==> config.mk <==
export PLATFORM = sky130hd
export DESIGN_NAME = ts_sync_aligner
export DESIGN_NICKNAME = d
export VERILOG_FILES = /design/src/rtl/ts_pkg.sv /design/src/rtl/ts_sync_aligner.sv
export SDC_FILE = /design/constraint.sdc
export NUM_CORES = 1
export LEC_CHECK = 0
export CORE_MARGIN = 5
export CORE_UTILIZATION = 53
export DETAILED_ROUTE_END_ITERATION = 7
export HOLD_SLACK_MARGIN = 0.03
export PLACE_DENSITY_LB_ADDON = 0.2
export SKIP_CTS_REPAIR_TIMING = 1
export SYNTH_ARGS = -nofsm -noshare
export SYNTH_HDL_FRONTEND = slang
export SYNTH_SLANG_ARGS = --single-unit
==> constraint.sdc <==
create_clock -name clk -period 2.8 [get_ports clk]
set_clock_uncertainty 0.15 [all_clocks]
set_input_delay 0.56 -clock clk [delete_from_list [all_inputs] [get_ports clk]]
set_output_delay 0.56 -clock clk [all_outputs]
set_load 0.005 [all_outputs]
==> src/rtl/ts_pkg.sv <==
// ---------------------------------------------------------------------------
// ts_pkg
// Shared MPEG-TS constants and the aligner state encoding. The aligner,
// ts_proxy and the TS generator all import these, so the packet length and
// the sync byte are defined in exactly one place.
//
// Contents:
//   TS_PKT_LEN   - transport stream packet length in bytes (188)
//   TS_SYNC_BYTE - packet sync byte value (0x47)
//   ts_state_e   - aligner FSM states (HUNT=0, VERIFY=1, LOCK=2)
// ---------------------------------------------------------------------------
package ts_pkg;

    localparam int unsigned TS_PKT_LEN   = 188;
    localparam logic [7:0]  TS_SYNC_BYTE = 8'h47;

    typedef enum logic [1:0] {
        TS_HUNT   = 2'd0,
        TS_VERIFY = 2'd1,
        TS_LOCK   = 2'd2
    } ts_state_e;

endpackage : ts_pkg

==> src/rtl/ts_sync_aligner.sv <==
// ---------------------------------------------------------------------------
// ts_sync_aligner
// Byte-wide MPEG-TS packet aligner. Hunts for the 0x47 sync byte, confirms
// LOCK_CNT correctly spaced syncs before locking, and then forwards only
// whole packets, marking byte 0 (out_start), byte PKT_LEN-1 (out_end) and
// tolerated bad sync bytes (out_err). Lock is dropped after UNLOCK_CNT
// consecutive missing syncs. All outputs are registered, one cycle latency.
//
// Ports:
//   clk            - single clock
//   reset          - synchronous, active-high
//   in_data[7:0]   - byte from the upstream deserializer
//   in_valid       - in_data is valid; all state advances only when high
//   in_start       - upstream start-of-packet hint (used when USE_START=1)
//   out_data[7:0]  - forwarded byte
//   out_valid      - out_data is valid
//   out_start      - packet byte index 0
//   out_end        - packet byte index PKT_LEN-1
//   out_err        - with out_start: byte 0 was not 0x47 while locked
//   locked         - aligner is in LOCK
//   stat_pkt_cnt   - packets started on the output (wraps)
//   stat_sync_loss - LOCK->HUNT transitions (saturates at 0xFFFF)
// ---------------------------------------------------------------------------
module ts_sync_aligner
    import ts_pkg::*;
#(
    parameter int unsigned PKT_LEN    = TS_PKT_LEN,
    parameter int unsigned LOCK_CNT   = 3,
    parameter int unsigned UNLOCK_CNT = 2,
    parameter bit          USE_START  = 1'b0
) (
    input  logic        clk,
    input  logic        reset,
    input  logic [7:0]  in_data,
    input  logic        in_valid,
    input  logic        in_start,
    output logic [7:0]  out_data,
    output logic        out_valid,
    output logic        out_start,
    output logic        out_end,
    output logic        out_err,
    output logic        locked,
    output logic [31:0] stat_pkt_cnt,
    output logic [15:0] stat_sync_loss
);

    localparam int unsigned      IDX_W    = (PKT_LEN > 1) ? $clog2(PKT_LEN) : 1;
    localparam logic [IDX_W-1:0] IDX_LAST = IDX_W'(PKT_LEN - 1);
    localparam logic [3:0]       GOOD_TGT = 4'(LOCK_CNT);
    localparam logic [3:0]       MISS_TGT = 4'(UNLOCK_CNT);

    // Sequential state
    ts_state_e        r_state;
    logic [IDX_W-1:0] r_idx;
    logic [3:0]       r_good;
    logic [3:0]       r_miss;

    // Registered outputs
    logic [7:0]       r_out_data;
    logic             r_out_valid;
    logic             r_out_start;
    logic             r_out_end;
    logic             r_out_err;
    logic             r_locked;
    logic [31:0]      r_pkt_cnt;
    logic [15:0]      r_sync_loss;

    // Per-byte decode
    logic             w_is_sync;
    logic             w_hunt_hit;
    logic             w_at_zero;
    logic             w_at_last;
    logic [IDX_W-1:0] w_idx_next;
    logic [3:0]       w_good_inc;
    logic [3:0]       w_miss_inc;

    assign w_is_sync  = (in_data == TS_SYNC_BYTE);
    // With USE_START the upstream hint must agree before a sync opens VERIFY.
    assign w_hunt_hit = w_is_sync && (!USE_START || in_start);
    assign w_at_zero  = (r_idx == '0);
    assign w_at_last  = (r_idx == IDX_LAST);
    assign w_idx_next = w_at_last ? '0 : r_idx + IDX_W'(1);
    assign w_good_inc = r_good + 4'd1;
    assign w_miss_inc = r_miss + 4'd1;

    // NOTE: every register in this block uses non-blocking assignment so all
    // state and outputs update together from the same pre-edge values.
    always_ff @(posedge clk) begin
        if (reset) begin
            r_state     <= TS_HUNT;
            r_idx       <= '0;
            r_good      <= '0;
            r_miss      <= '0;
            r_out_data  <= 8'h00;
            r_out_valid <= 1'b0;
            r_out_start <= 1'b0;
            r_out_end   <= 1'b0;
            r_out_err   <= 1'b0;
            r_locked    <= 1'b0;
            r_pkt_cnt   <= '0;
            r_sync_loss <= '0;
        end else begin
            // Markers are single-byte pulses: they clear on every cycle that
            // does not forward a byte, which also gates them on out_valid.
            r_out_valid <= 1'b0;
            r_out_start <= 1'b0;
            r_out_end   <= 1'b0;
            r_out_err   <= 1'b0;

            if (in_valid) begin
                case (r_state)
                    TS_HUNT: begin
                        if (w_hunt_hit) begin
                            r_idx   <= IDX_W'(1);
                            r_good  <= 4'd1;
                            r_state <= TS_VERIFY;
                        end
                    end

                    TS_VERIFY: begin
                        r_idx <= w_idx_next;
                        if (w_at_zero) begin
                            if (w_is_sync) begin
                                r_good <= w_good_inc;
                                if (w_good_inc == GOOD_TGT) begin
                                    // The confirming sync is itself the first
                                    // forwarded packet start.
                                    r_state     <= TS_LOCK;
                                    r_locked    <= 1'b1;
                                    r_miss      <= '0;
                                    r_out_valid <= 1'b1;
                                    r_out_start <= 1'b1;
                                    r_out_data  <= in_data;
                                    r_pkt_cnt   <= r_pkt_cnt + 32'd1;
                                end
                            end else begin
                                r_state <= TS_HUNT;
                            end
                        end
                    end

                    TS_LOCK: begin
                        r_idx <= w_idx_next;
                        if (w_at_zero) begin
                            if (w_is_sync) begin
                                r_miss      <= '0;
                                r_out_valid <= 1'b1;
                                r_out_start <= 1'b1;
                                r_out_data  <= in_data;
                                r_pkt_cnt   <= r_pkt_cnt + 32'd1;
                            end else if (w_miss_inc == MISS_TGT) begin
                                // Drop lock on a packet boundary: the previous
                                // byte carried out_end, this one is discarded.
                                r_miss   <= w_miss_inc;
                                r_state  <= TS_HUNT;
                                r_locked <= 1'b0;
                                if (r_sync_loss != 16'hFFFF) begin
                                    r_sync_loss <= r_sync_loss + 16'd1;
                                end
                            end else begin
                                r_miss      <= w_miss_inc;
                                r_out_valid <= 1'b1;
                                r_out_start <= 1'b1;
                                r_out_err   <= 1'b1;
                                r_out_data  <= in_data;
                                r_pkt_cnt   <= r_pkt_cnt + 32'd1;
                            end
                        end else begin
                            r_out_valid <= 1'b1;
                            r_out_end   <= w_at_last;
                            r_out_data  <= in_data;
                        end
                    end

                    default: begin
                        r_state <= TS_HUNT;
                    end
                endcase
            end
        end
    end

    assign out_data       = r_out_data;
    assign out_valid      = r_out_valid;
    assign out_start      = r_out_start;
    assign out_end        = r_out_end;
    assign out_err        = r_out_err;
    assign locked         = r_locked;
    assign stat_pkt_cnt   = r_pkt_cnt;
    assign stat_sync_loss = r_sync_loss;

endmodule : ts_sync_aligner

## After elaboration in Yosys (flattened, before gate mapping)

Cells that the tools add are included.

- Register bits: 79
- Latch bits: 0
- Bits in writable memories: 0
- Memory bits (read-only): 0
- Input port bits: 12
- Output and inout bits: 61
- Word-level logic and storage cells: 106
- Memories: 0

- $add $sub $neg: 5
- Multipliers: 0
- Div/mod/pow operators: 0
- Magnitude comparators: 0
- Eq/ne operators: 17
- Shift-type cells: 0
- Mux-type cells: 51
- Bitwise operators: 4
- Reduce and logical (&&, ||, !) cells: 17

Operators by type and width:

| cell | number |
|---|---|
| $mux W32 | 6 |
| $mux W8 | 8 |
| $pmux W32 S2 | 1 |
| $add A32 B1 Y32 const B | 1 |
| $mux W4 | 8 |
| $pmux W8 S2 | 2 |
| $reduce_and A6 Y1 | 3 |
| $add A16 B1 Y16 const B | 1 |
| $ne A16 B16 Y1 const B | 1 |
| $pmux W4 S2 | 2 |
| $mux W2 | 7 |
| $ne A2 B2 Y1 const B | 7 |
| $reduce_and A7 Y1 | 2 |
| $mux W1 | 13 |
| $add A4 B1 Y4 const B | 2 |
| $add A8 B1 Y8 const B | 1 |
| $eq A4 B2 Y1 const B | 2 |
| $eq A8 B7 Y1 const B | 1 |
| $eq A8 B8 Y1 const B | 1 |
| $logic_not A8 Y1 | 1 |
| $reduce_and A8 Y1 | 1 |
| $ne A3 B3 Y1 const B | 2 |
| $pmux W1 S2 | 3 |
| $pmux W2 S3 | 1 |
| 11 further kinds | 17 |

## Longest topological paths before layout

Gate-level depths: netlist of run 1.

- Depth in word-level cells: 6
- Mapped depth: 10
- Gate-level depth less buffers: 8

## Least setup slack after synthesis of run 1

No wires, ideal clock.

- Kind: input-to-reg
- Start point: input in_data[4]
- End point: register r_pkt_cnt[16] (netlist: stat_pkt_cnt[16])
- Arrival time: 2.244 ns
- Required time: 2.529 ns
- Path slack: 0.285 ns
- Stages on the path: 8
- Path buffers: 2
- Cell sequence: nor4b_2 > nand2_1 > nor2_1 > a22oi_1 > clkbuf_1 > buf_2 > nor3_1 > mux2_2

- Longest elaborated chain between the ends: 4
- Elaborated cells on any way between the ends: 7
- Classes of those cells: eq/ne (3); mux (3); reduce/logical (1)

Ends and longest elaborated chain:

| element | line | text |
|---|---|---|
| start, declared | ts_sync_aligner.sv:34 | `input logic [7:0] in_data,` |
| $eq A8 B7 Y1 (*) | ts_sync_aligner.sv:77 | `assign w_is_sync = (in_data == TS_SYNC_BYTE);` |
| $mux W32 | ts_sync_aligner.sv:145 | `if (w_is_sync) begin` |
| $mux W32 | ts_sync_aligner.sv:144 | `if (w_at_zero) begin` |
| $pmux W32 S2 | ts_sync_aligner.sv:111 | `case (r_state)` |
| end signal, assigned | ts_sync_aligner.sv:134 | `r_pkt_cnt <= r_pkt_cnt + 32'd1;` |
| end signal, assigned | ts_sync_aligner.sv:150 | `r_pkt_cnt <= r_pkt_cnt + 32'd1;` |
| end signal, assigned | ts_sync_aligner.sv:166 | `r_pkt_cnt <= r_pkt_cnt + 32'd1;` |
| end, declared | ts_sync_aligner.sv:65 | `logic [31:0] r_pkt_cnt;` |

Mark *: on every way between the ends. The rest lies on a longest branch, timed or not. The select of a mux whose other input is x is not followed.
A chain may end at the register's enable or synchronous reset.

## Final worst setup path of run 1

- Start point: input in_data[4]
- End point: register r_pkt_cnt[11] (netlist: stat_pkt_cnt[11])

Same word-level chain as after synthesis.

==> results of run 1 <==
==> cell usage after synthesis (5+ instances only) <==
cell type and number:
nor3_1 12, nand3_1 33, nor2b_1 22, nor2_1 70
o31ai_1 13, nand2_1 28, and3_1 17, dfxtp_1 79
inv_1 12, nand2b_1 5, or4_1 18, and2_1 6
mux2_2 19, nand4_1 21, o21ai_0 11, xor2_1 18
a21oi_1 26, clkbuf_1 22, mux2i_1 10, nor4_1 11
ha_1 11
==> worst min-delay path by stage <==
| stage | slack (ps) | depth (start not counted) | startpoint | to |
|---|---|---|---|---|
| CTS | 360 | 2 | out_data[3]$_SDFFE_PP0P_ | out_data[3]$_SDFFE_PP0P_ |
| detailed placement | 340 | 2 | out_data[3]$_SDFFE_PP0P_ | out_data[3]$_SDFFE_PP0P_ |
| global route | 380 | 2 | stat_sync_loss[15]$_SDFFE_PP0P_ | stat_sync_loss[15]$_SDFFE_PP0P_ |
| global placement | 320 | 2 | out_data[1]$_SDFFE_PP0P_ | out_data[1]$_SDFFE_PP0P_ |
| floorplan | 320 | 1 | r_idx[6]$_SDFFE_PP0P_ | r_idx[6]$_SDFFE_PP0P_ |
| finish | 350 | 2 | out_data[2]$_SDFFE_PP0P_ | out_data[2]$_SDFFE_PP0P_ |
==> registers in the layout (all words and copies together) (netlist names) <==
register and count:
r_good 4, r_miss 4, out_end 1, out_err 1, out_data 8, stat_sync_loss 16
out_start 1, r_state 2, stat_pkt_cnt 32, out_valid 1, r_idx 8, locked 1
==> final cells by class <==
type | count | area [um^2] | share of cell area
multi-input combinational | 388 | 2500 | 0.463
clock inverter | 6 | 62.6 | 0.0116
sequential | 79 | 1580 | 0.293
clock buffer | 9 | 124 | 0.0230
inverter | 12 | 45.0 | 0.00835
timing repair buffer | 99 | 953 | 0.177
tap | 102 | 128 | 0.0237
==> layout by cell type, fill, tap and decap left out, drive strengths merged, types with 3 or more instances in the layout <==
cell type,instances
a211oi,3
a21oi,26
and2,6
and3,17
buf,29
clkbuf,9
clkdlybuf4s50,70
clkinvlp,3
dfxtp,79
ha,11
inv,12
mux2,19
mux2i,10
nand2,29
nand2b,5
nand3,33
nand4,21
nor2,70
nor2b,22
nor3,12
nor4,13
nor4b,4
o21ai,11
o31ai,14
or4,18
xor2,18
==> tightest hold or removal path, delay by kind of cell (launching register included) <==
kind,cells,cell delay [ps]
multiplexers,1,70
AND/OR/NAND/NOR,1,70
flip-flops,1,330
==> metal layers <==
metal  GRT usage  up-vias  wire length (um)
met4      0.0767        0               155
met5           0        -                 0
met2       0.345      102              4910
li1            -     2002                 -
met1       0.261     1909              4730
met3      0.0631       16               661
==> power breakdown <==
part           internal (mW)  switching [mW]  total (mW)
Sequential              1.12        0.000229        1.12
Combinational         0.0273          0.0379      0.0653
Clock                  0.403           0.420       0.823
Total                   1.55           0.458        2.01
==> logic make-up (layout without fill, tap and decap cells) <==
family	after synthesis	in the layout	share of synthesized area
fa+ha+maj	11	11	0.0326
compound gates	70	70	0.113
buf+inv	38	126	0.0352
flops	79	79	0.374
mux	29	29	0.0744
simple gates	260	260	0.333
xor+xnor	18	18	0.0373
==> flow_metrics.env, run 1 <==
export IMPL_ir_drop_mv=0.236
export IMPL_fin_util=0.698
export IMPL_die_area_um2=9860
export IMPL_finalPower_mw=2.01
export IMPL_setup_ws_ps=162
export IMPL_cts_buffer_depth=2
export IMPL_yosysTopAreaCellShare=0.374
export IMPL_synthCells=505
export IMPL_drt_wl_total_mm=10.5
export IMPL_cts_made_buffers=9
export IMPL_cts_tree="yes"
export IMPL_gr_usage_all_layers=0.210
export IMPL_worst_pin_slew_ps=484
export IMPL_slew_limit_headroom=0.673
export IMPL_hold_violations=0
export IMPL_vias=4029
export IMPL_leakagePower_nw=1.89
export IMPL_cp_num_buf_inv=2
export IMPL_synthFlopType="dfxtp_1"
export IMPL_synth_warning_count=0
export IMPL_fmax_mhz=379
export IMPL_dpl_cell_area_um2=5210
export IMPL_grt_max_degree=48
export IMPL_first_pass_iters=5
export IMPL_place_inst=680
export IMPL_arrival_ps=2740
export IMPL_yosysSeqAreaShare=0.374
export IMPL_fin_nets=612
export IMPL_required_ps=2900
export IMPL_endpoint_kind="flop"
export IMPL_grt_setup_unrepaired="false"
export IMPL_reg2reg_from="r_good[1]$_SDFFE_PP0P_"
export IMPL_post_place_ws_ps=-221
export IMPL_synthToLayoutAreaGrowth_pct=27.7
export IMPL_tns_ps=0
export IMPL_first_global_vias=3863
export IMPL_fin_crit_ps=2640
export IMPL_die_w_um=99.3
export IMPL_worstSetupStartpointType="input port"
export IMPL_status="complete, no violations"
export IMPL_cp_startpoint="in_data[4]"
export IMPL_critical_path_class="input port to flop"
export IMPL_synth_top_area_cell="dfxtp_1"
export IMPL_cts_clk_slew_worst_paths_ps=80
export IMPL_synth_seq_cells=79
export IMPL_final_area_um2=5390
export IMPL_fin_crit_sh=0.942
export IMPL_avgViaCountPerCell=5.80
export IMPL_critical_path_top_delay_family="simple AND/OR/NAND/NOR gates"
export IMPL_synth_cell_type_count=50
export IMPL_synth_nets=528
export IMPL_synth_edf_count=0
export IMPL_final_max_slew_viol_count=0
export IMPL_worst_r2r_setup_slack_ps=210
export IMPL_clkSinkCount=79
export IMPL_ios=73
export IMPL_overflow=0
export IMPL_min_path_type="flop to flop"
export IMPL_critPathCapture="stat_pkt_cnt[11]$_SDFFE_PP0P_"
export IMPL_critPathSlowestCell="clkdlybuf4s50_1"
export IMPL_port_buffers=71
export IMPL_p_per_area_nw_per_um2=373
export IMPL_avgSynthCellArea_um2=8.36
export IMPL_worst_hold_slack_ps=354
export IMPL_synth_area_um2=4220
export IMPL_hpwl_mm=7.30
export IMPL_fill_cells=614
export IMPL_die_height_um=99.3
export IMPL_r2r_cells=8
export IMPL_r2r_end="stat_pkt_cnt[11]$_SDFFE_PP0P_"
export IMPL_cp_depth=8
export IMPL_start_util=0.547
export IMPL_ys_top_cells_by_area="dfxtp_1 (37%), nor2_1 (6.2%), mux2_2 (5.1%)"
export IMPL_drive_above_1_share=0.123
export IMPL_coreArea_um2=7730
export IMPL_route_detailed_drc=0
export IMPL_grt_pass1_wl_mm=17.4
export IMPL_crit_path_max_fanout=38
export IMPL_drt_initial_drc_count=170
export IMPL_antenna_found_initial=0
export IMPL_insertion_delay_ps=350
export IMPL_worstPathCellList="clkdlybuf4s50_1 -> nor4b_2 -> nand2_1 -> nor2_1 -> a22oi_2 -> buf_12 -> nor4_1 -> mux2_2"
export IMPL_diodes=0
export IMPL_setup_viol=0
export IMPL_cap_violations=0
export IMPL_postRouteAntennaNets=0
export IMPL_cts_root_buf="clkbuf_8"
export IMPL_place_congestion=0.838
export IMPL_critPathMaxStageDelay_ps=430
export IMPL_async_flop_share=0
export IMPL_wire_per_inst_um=15.0
export IMPL_num_rows=32
export IMPL_h_tree_depth=3
export IMPL_final_cells=695
No activity file was read; power rests on OpenSTA's default activity.
==> inputs of run 2 (changes only) <==
--- a/config.mk
+++ b/config.mk
@@ -6,10 +6,10 @@
 export NUM_CORES = 1
 export LEC_CHECK = 0
 export CORE_MARGIN = 5
-export CORE_UTILIZATION = 53
+export CORE_UTILIZATION = 48
 export DETAILED_ROUTE_END_ITERATION = 7
 export HOLD_SLACK_MARGIN = 0.03
-export PLACE_DENSITY_LB_ADDON = 0.2
+export PLACE_DENSITY = 0.77
 export SKIP_CTS_REPAIR_TIMING = 1
 export SYNTH_ARGS = -nofsm -noshare
 export SYNTH_HDL_FRONTEND = slang
==> constraint.sdc (replaced) <==
create_clock -name clk -period 2.2 [get_ports clk]
set_clock_uncertainty 0.15 [all_clocks]
set_input_delay 0.44 -clock clk [delete_from_list [all_inputs] [get_ports clk]]
set_output_delay 0.44 -clock clk [all_outputs]
set_load 0.005 [all_outputs]
==> flow_metrics.env, run 2 (synthesis results as in run 1) <==
export IMPL_status="finished with violations"
export IMPL_violations="negative setup slack"
export IMPL_wire_per_inst_um=20.1
export IMPL_gr_usage_all_layers=0.209
export IMPL_setup_ws_ps=-180
export IMPL_grt_max_degree=40
export IMPL_place_congestion=0.965
export IMPL_final_cell_mix="buf_4 (82), dfxtp_1 (67), nor2_1 (65)"
export IMPL_fill_cells=500
export IMPL_insertion_delay_ps=360
export IMPL_reg2reg_from="r_good[0]$_SDFFE_PP0P_"
export IMPL_largest_reg_flops=32
export IMPL_grt_pass1_wl_mm=19.5
export IMPL_hold_end="out_data[1]$_SDFFE_PP0P_"
export IMPL_cts_clk_slew_worst_paths_ps=90
export IMPL_multi_input_area_um2=3050
export IMPL_die_w_um=104
export IMPL_diodes=0
export IMPL_ios=73
export IMPL_r2r_cells=10
export IMPL_post_place_ws_ps=-620
export IMPL_cap_violations=0
export IMPL_fin_crit_ps=2380
export IMPL_drt_initial_drc_count=466
export IMPL_clock_power_share=0.427
export IMPL_grt_setup_unrepaired="true"
export IMPL_wl_met1_mm=6.06
export IMPL_route_top_layer_used="met4"
export IMPL_p_switching_mw=0.662
export IMPL_ir_drop_mv=0.274
export IMPL_slew_limit_headroom=0.669
export IMPL_min_path_type="input port to flop"
export IMPL_worst_pin_slew_ps=496
export IMPL_comb_power_share=0.036
export IMPL_p_per_area_nw_per_um2=400
export IMPL_synthToLayoutAreaGrowth_pct=57.2
export IMPL_postRouteAntennaNets=0
export IMPL_min_from="in_data[1]"
export IMPL_internal_power_mw=1.99
export IMPL_critical_path_class="flop to flop"
export IMPL_required_ps=2280
export IMPL_hpwl_mm=8.24
export IMPL_coreArea_um2=8640
export IMPL_fmax_mhz=420
export IMPL_cp_startpoint="r_good[0]$_SDFFE_PP0P_"
export IMPL_fin_nets=681
export IMPL_die_area_um2=10800
export IMPL_first_global_vias=4196
export IMPL_finalPower_mw=2.65
export IMPL_num_rows=34
export IMPL_crit_path_max_fanout=4
export IMPL_worst_hold_slack_ps=196
export IMPL_r2r_end="stat_pkt_cnt[18]$_SDFFE_PP0P_"
export IMPL_arrival_ps=2460
export IMPL_final_cells=771
export IMPL_worst_r2r_setup_slack_ps=-180
export IMPL_leakagePower_nw=2.69
export IMPL_start_util=0.489
export IMPL_place_inst=729
export IMPL_fin_util=0.769
export IMPL_cts_buffer_depth=2
export IMPL_cts_made_buffers=9
export IMPL_die_height_um=104
export IMPL_clkSinkCount=79
export IMPL_hold_violations=0
export IMPL_cts_root_buf="clkbuf_8"
export IMPL_port_buffers=71
export IMPL_first_pass_iters=6
export IMPL_final_max_slew_viol_count=0
export IMPL_cts_tree="yes"
export IMPL_setup_viol=35
export IMPL_dr_wl_met2_mm=7.52
export IMPL_vias=4834
export IMPL_drt_wl_total_mm=15.5
export IMPL_p_seq_frac=0.537
export IMPL_h_tree_depth=3
export IMPL_wl_met3_mm=1.25
export IMPL_fin_crit_sh=1.08
export IMPL_final_common_cell="buf_4"
export IMPL_sw_frac_of_total=0.249
export IMPL_route_detailed_drc=0
export IMPL_avgViaCountPerCell=6.27
export IMPL_endpoint_kind="flop"
export IMPL_worstSetupStartpointType="flop"
export IMPL_seqCellArea_um2=1600
export IMPL_drive_above_1_share=0.338
export IMPL_antenna_found_initial=0
export IMPL_overflow=0
export IMPL_hold_depth=3
## run 2: final cells by class
class                      instances  share of cell area
clock inverter                     6              0.0104
sequential                        79               0.242
clock buffer                      10              0.0192
timing repair buffer             168               0.242
inverter                          12             0.00678
tap                              108              0.0204
multi-input combinational        388               0.459
## run 2: power groups by stage
stage | Combinational [mW] | Sequential (mW) | Clock, mW
after floorplan | 0.0399 | 1.46 | 0
after global placement | 0.0858 | 1.46 | 0
after detailed placement | 0.0877 | 1.46 | 0
after CTS | 0.0883 | 1.43 | 1.12
after global routing | 0.101 | 1.43 | 1.19
final | 0.0948 | 1.43 | 1.13
## run 2: routing by layer
metal,vias to the layer above,GRT usage
li1,2138,-
met1,2327,0.276
met2,294,0.343
met3,75,0.0348
met4,0,0.0768
met5,-,0
## run 2: how the worst max path moves through the flow
| stage | endpoint | slack (ps) | cells past startpoint |
|---|---|---|---|
| floorplan | stat_pkt_cnt[20]$_SDFFE_PP0P_ | -20 | 9 |
| global placement | stat_pkt_cnt[6]$_SDFFE_PP0P_ | -530 | 7 |
| detailed placement | stat_pkt_cnt[12]$_SDFFE_PP0P_ | -620 | 8 |
| CTS | out_data[5]$_SDFFE_PP0P_ | -230 | 7 |
| global route | stat_pkt_cnt[18]$_SDFFE_PP0P_ | -250 | 10 |
| finish | stat_pkt_cnt[18]$_SDFFE_PP0P_ | -180 | 10 |
## run 2: metrics by stage
stage	instance area (um^2)	TNS, ps
after CTS	5810	-7000
final	6640	-3190
after floorplan	4300	-81.8
after detailed placement	5610	-32460
after global routing	6640	-5190
after global placement	5610	-28780
## run 2: critical path, cell delays in order (launching register included)
cell and delay [ps]:
dfxtp_4 380, ha_4 160, and2_4 150, a21oi_4 60
o32ai_4 240, a22oi_2 190, clkbuf_16 200, clkbuf_16 150
buf_4 140, o31ai_1 320, a21oi_1 120
==> inputs of run 3 (changes only) <==
--- a/config.mk
+++ b/config.mk
@@ -5,11 +5,13 @@
 export SDC_FILE = /design/constraint.sdc
 export NUM_CORES = 1
 export LEC_CHECK = 0
+export CELL_PAD_IN_SITES_DETAIL_PLACEMENT = 1
+export CELL_PAD_IN_SITES_GLOBAL_PLACEMENT = 2
 export CORE_MARGIN = 5
-export CORE_UTILIZATION = 48
+export CORE_UTILIZATION = 28
 export DETAILED_ROUTE_END_ITERATION = 7
 export HOLD_SLACK_MARGIN = 0.03
-export PLACE_DENSITY = 0.77
+export PLACE_DENSITY = 0.76
 export SKIP_CTS_REPAIR_TIMING = 1
 export SYNTH_ARGS = -nofsm -noshare
 export SYNTH_HDL_FRONTEND = slang
==> flow_metrics.env, run 3 (synthesis results as in run 1) <==
export IMPL_status="finished with violations"
export IMPL_violations="negative setup slack"
export IMPL_fin_nets=686
export IMPL_gr_usage_all_layers=0.153
export IMPL_cts_made_buffers=9
export IMPL_route_detailed_drc=0
export IMPL_arrival_ps=2460
export IMPL_p_switching_mw=0.685
export IMPL_multi_input_area_um2=3130
export IMPL_coreArea_um2=14600
export IMPL_clock_power_share=0.537
export IMPL_worstSetupStartpointType="flop"
export IMPL_sw_frac_of_total=0.209
export IMPL_avgViaCountPerCell=5.19
export IMPL_place_congestion=0.813
export IMPL_fin_crit_sh=1.06
export IMPL_seqCellArea_um2=1600
export IMPL_final_common_cell="buf_4"
export IMPL_p_seq_frac=0.434
export IMPL_die_height_um=133
export IMPL_worst_pin_slew_ps=393
export IMPL_largest_reg_flops=32
export IMPL_post_place_ws_ps=-635
export IMPL_cts_root_buf="clkbuf_16"
export IMPL_final_area_um2=7000
export IMPL_cts_buffer_depth=2
export IMPL_start_util=0.288
export IMPL_die_area_um2=17600
export IMPL_drt_wl_total_mm=15.0
export IMPL_hold_violations=0
export IMPL_h_tree_depth=3
export IMPL_required_ps=2330
export IMPL_tns_ps=-1200
export IMPL_cts_clk_slew_worst_paths_ps=60
export IMPL_first_pass_iters=4
export IMPL_antenna_found_initial=0
export IMPL_dpl_cell_area_um2=5790
export IMPL_postRouteAntennaNets=0
export IMPL_vias=4422
export IMPL_hpwl_mm=10.1
export IMPL_grt_pass1_wl_mm=22.3
export IMPL_fmax_mhz=429
export IMPL_internal_power_mw=2.60
export IMPL_slew_limit_headroom=0.736
export IMPL_final_max_slew_viol_count=0
export IMPL_endpoint_kind="flop"
export IMPL_ir_drop_mv=0.371
export IMPL_synthToLayoutAreaGrowth_pct=65.6
export IMPL_clkSinkCount=79
export IMPL_fill_cells=1658
export IMPL_drt_initial_drc_count=204
export IMPL_overflow=0
export IMPL_cts_tree="yes"
export IMPL_diodes=0
export IMPL_port_buffers=71
export IMPL_leakagePower_nw=2.81
export IMPL_ios=73
export IMPL_fin_crit_ps=2330
export IMPL_critical_path_class="flop to flop"
export IMPL_grt_max_degree=65
export IMPL_worst_hold_slack_ps=236
export IMPL_drive_above_1_share=0.347
export IMPL_setup_ws_ps=-128
export IMPL_final_cell_mix="buf_4 (85), dfxtp_1 (72), nor2_1 (63)"
export IMPL_p_per_area_nw_per_um2=469
export IMPL_crit_path_max_fanout=5
export IMPL_fin_util=0.478
export IMPL_first_global_vias=4526
export IMPL_insertion_delay_ps=350
export IMPL_min_path_type="input port to flop"
export IMPL_setup_viol=24
export IMPL_cap_violations=0
export IMPL_wire_per_inst_um=17.6
export IMPL_num_rows=44
export IMPL_grt_setup_unrepaired="true"
export IMPL_die_w_um=133
export IMPL_comb_power_share=0.029
-- run 3: power by group through the flow --
stage               Combinational [mW]  Sequential [mW]  Clock [mW]
global route                     0.105             1.42        1.85
CTS                             0.0900             1.43        1.81
detailed placement              0.0899             1.46           0
floorplan                       0.0399             1.46           0
global placement                0.0886             1.46           0
finish                          0.0952             1.43        1.76
-- run 3: cell type report --
class | instances | share of cell area
clock buffers | 10 | 0.0342
inverters | 12 | 0.00644
multi-input cells | 388 | 0.447
well taps | 184 | 0.0329
repair buffers | 173 | 0.236
flip-flops and latches | 79 | 0.229
clock inverters | 6 | 0.0154
-- run 3: worst max-delay path, cell delays in order (launching register included) --
cell and delay [ps]:
dfxtp_4 370, ha_4 150, and2_4 160, a21oi_4 70, o32ai_4 250, a22oi_2 130, buf_6 160, clkbuf_16 170
or4_4 510, a21oi_2 150
-- run 3: routing by layer --
metal,up-vias,GRT usage,wire [um]
met4,0,0.0554,203
li1,2149,-,-
met5,-,0,0
met3,15,0.0334,457
met2,73,0.255,7410
met1,2185,0.193,6900
-- run 3: final timing paths --
kind | slack (ps) | startpoint | cells past startpoint | end
worst min-delay path | 240 | in_data[1] | 3 | out_data[1]$_SDFFE_PP0P_
worst max-delay path | -130 | r_good[0]$_SDFFE_PP0P_ | 9 | stat_pkt_cnt[7]$_SDFFE_PP0P_
worst min register to register | 370 | out_data[0]$_SDFFE_PP0P_ | 2 | out_data[0]$_SDFFE_PP0P_
worst max register to register | -130 | r_good[0]$_SDFFE_PP0P_ | 9 | stat_pkt_cnt[7]$_SDFFE_PP0P_
-- run 3: per-stage QoR --
| stage | instances | power, mW |
|---|---|---|
| 2_1_floorplan | 505 | 1.50 |
| 6_report | 852 | 3.28 |
| 5_1_grt | 852 | 3.38 |
| 3_3_place_gp | 818 | 1.55 |
| 4_1_cts | 834 | 3.32 |
| 3_5_place_dp | 818 | 1.55 |
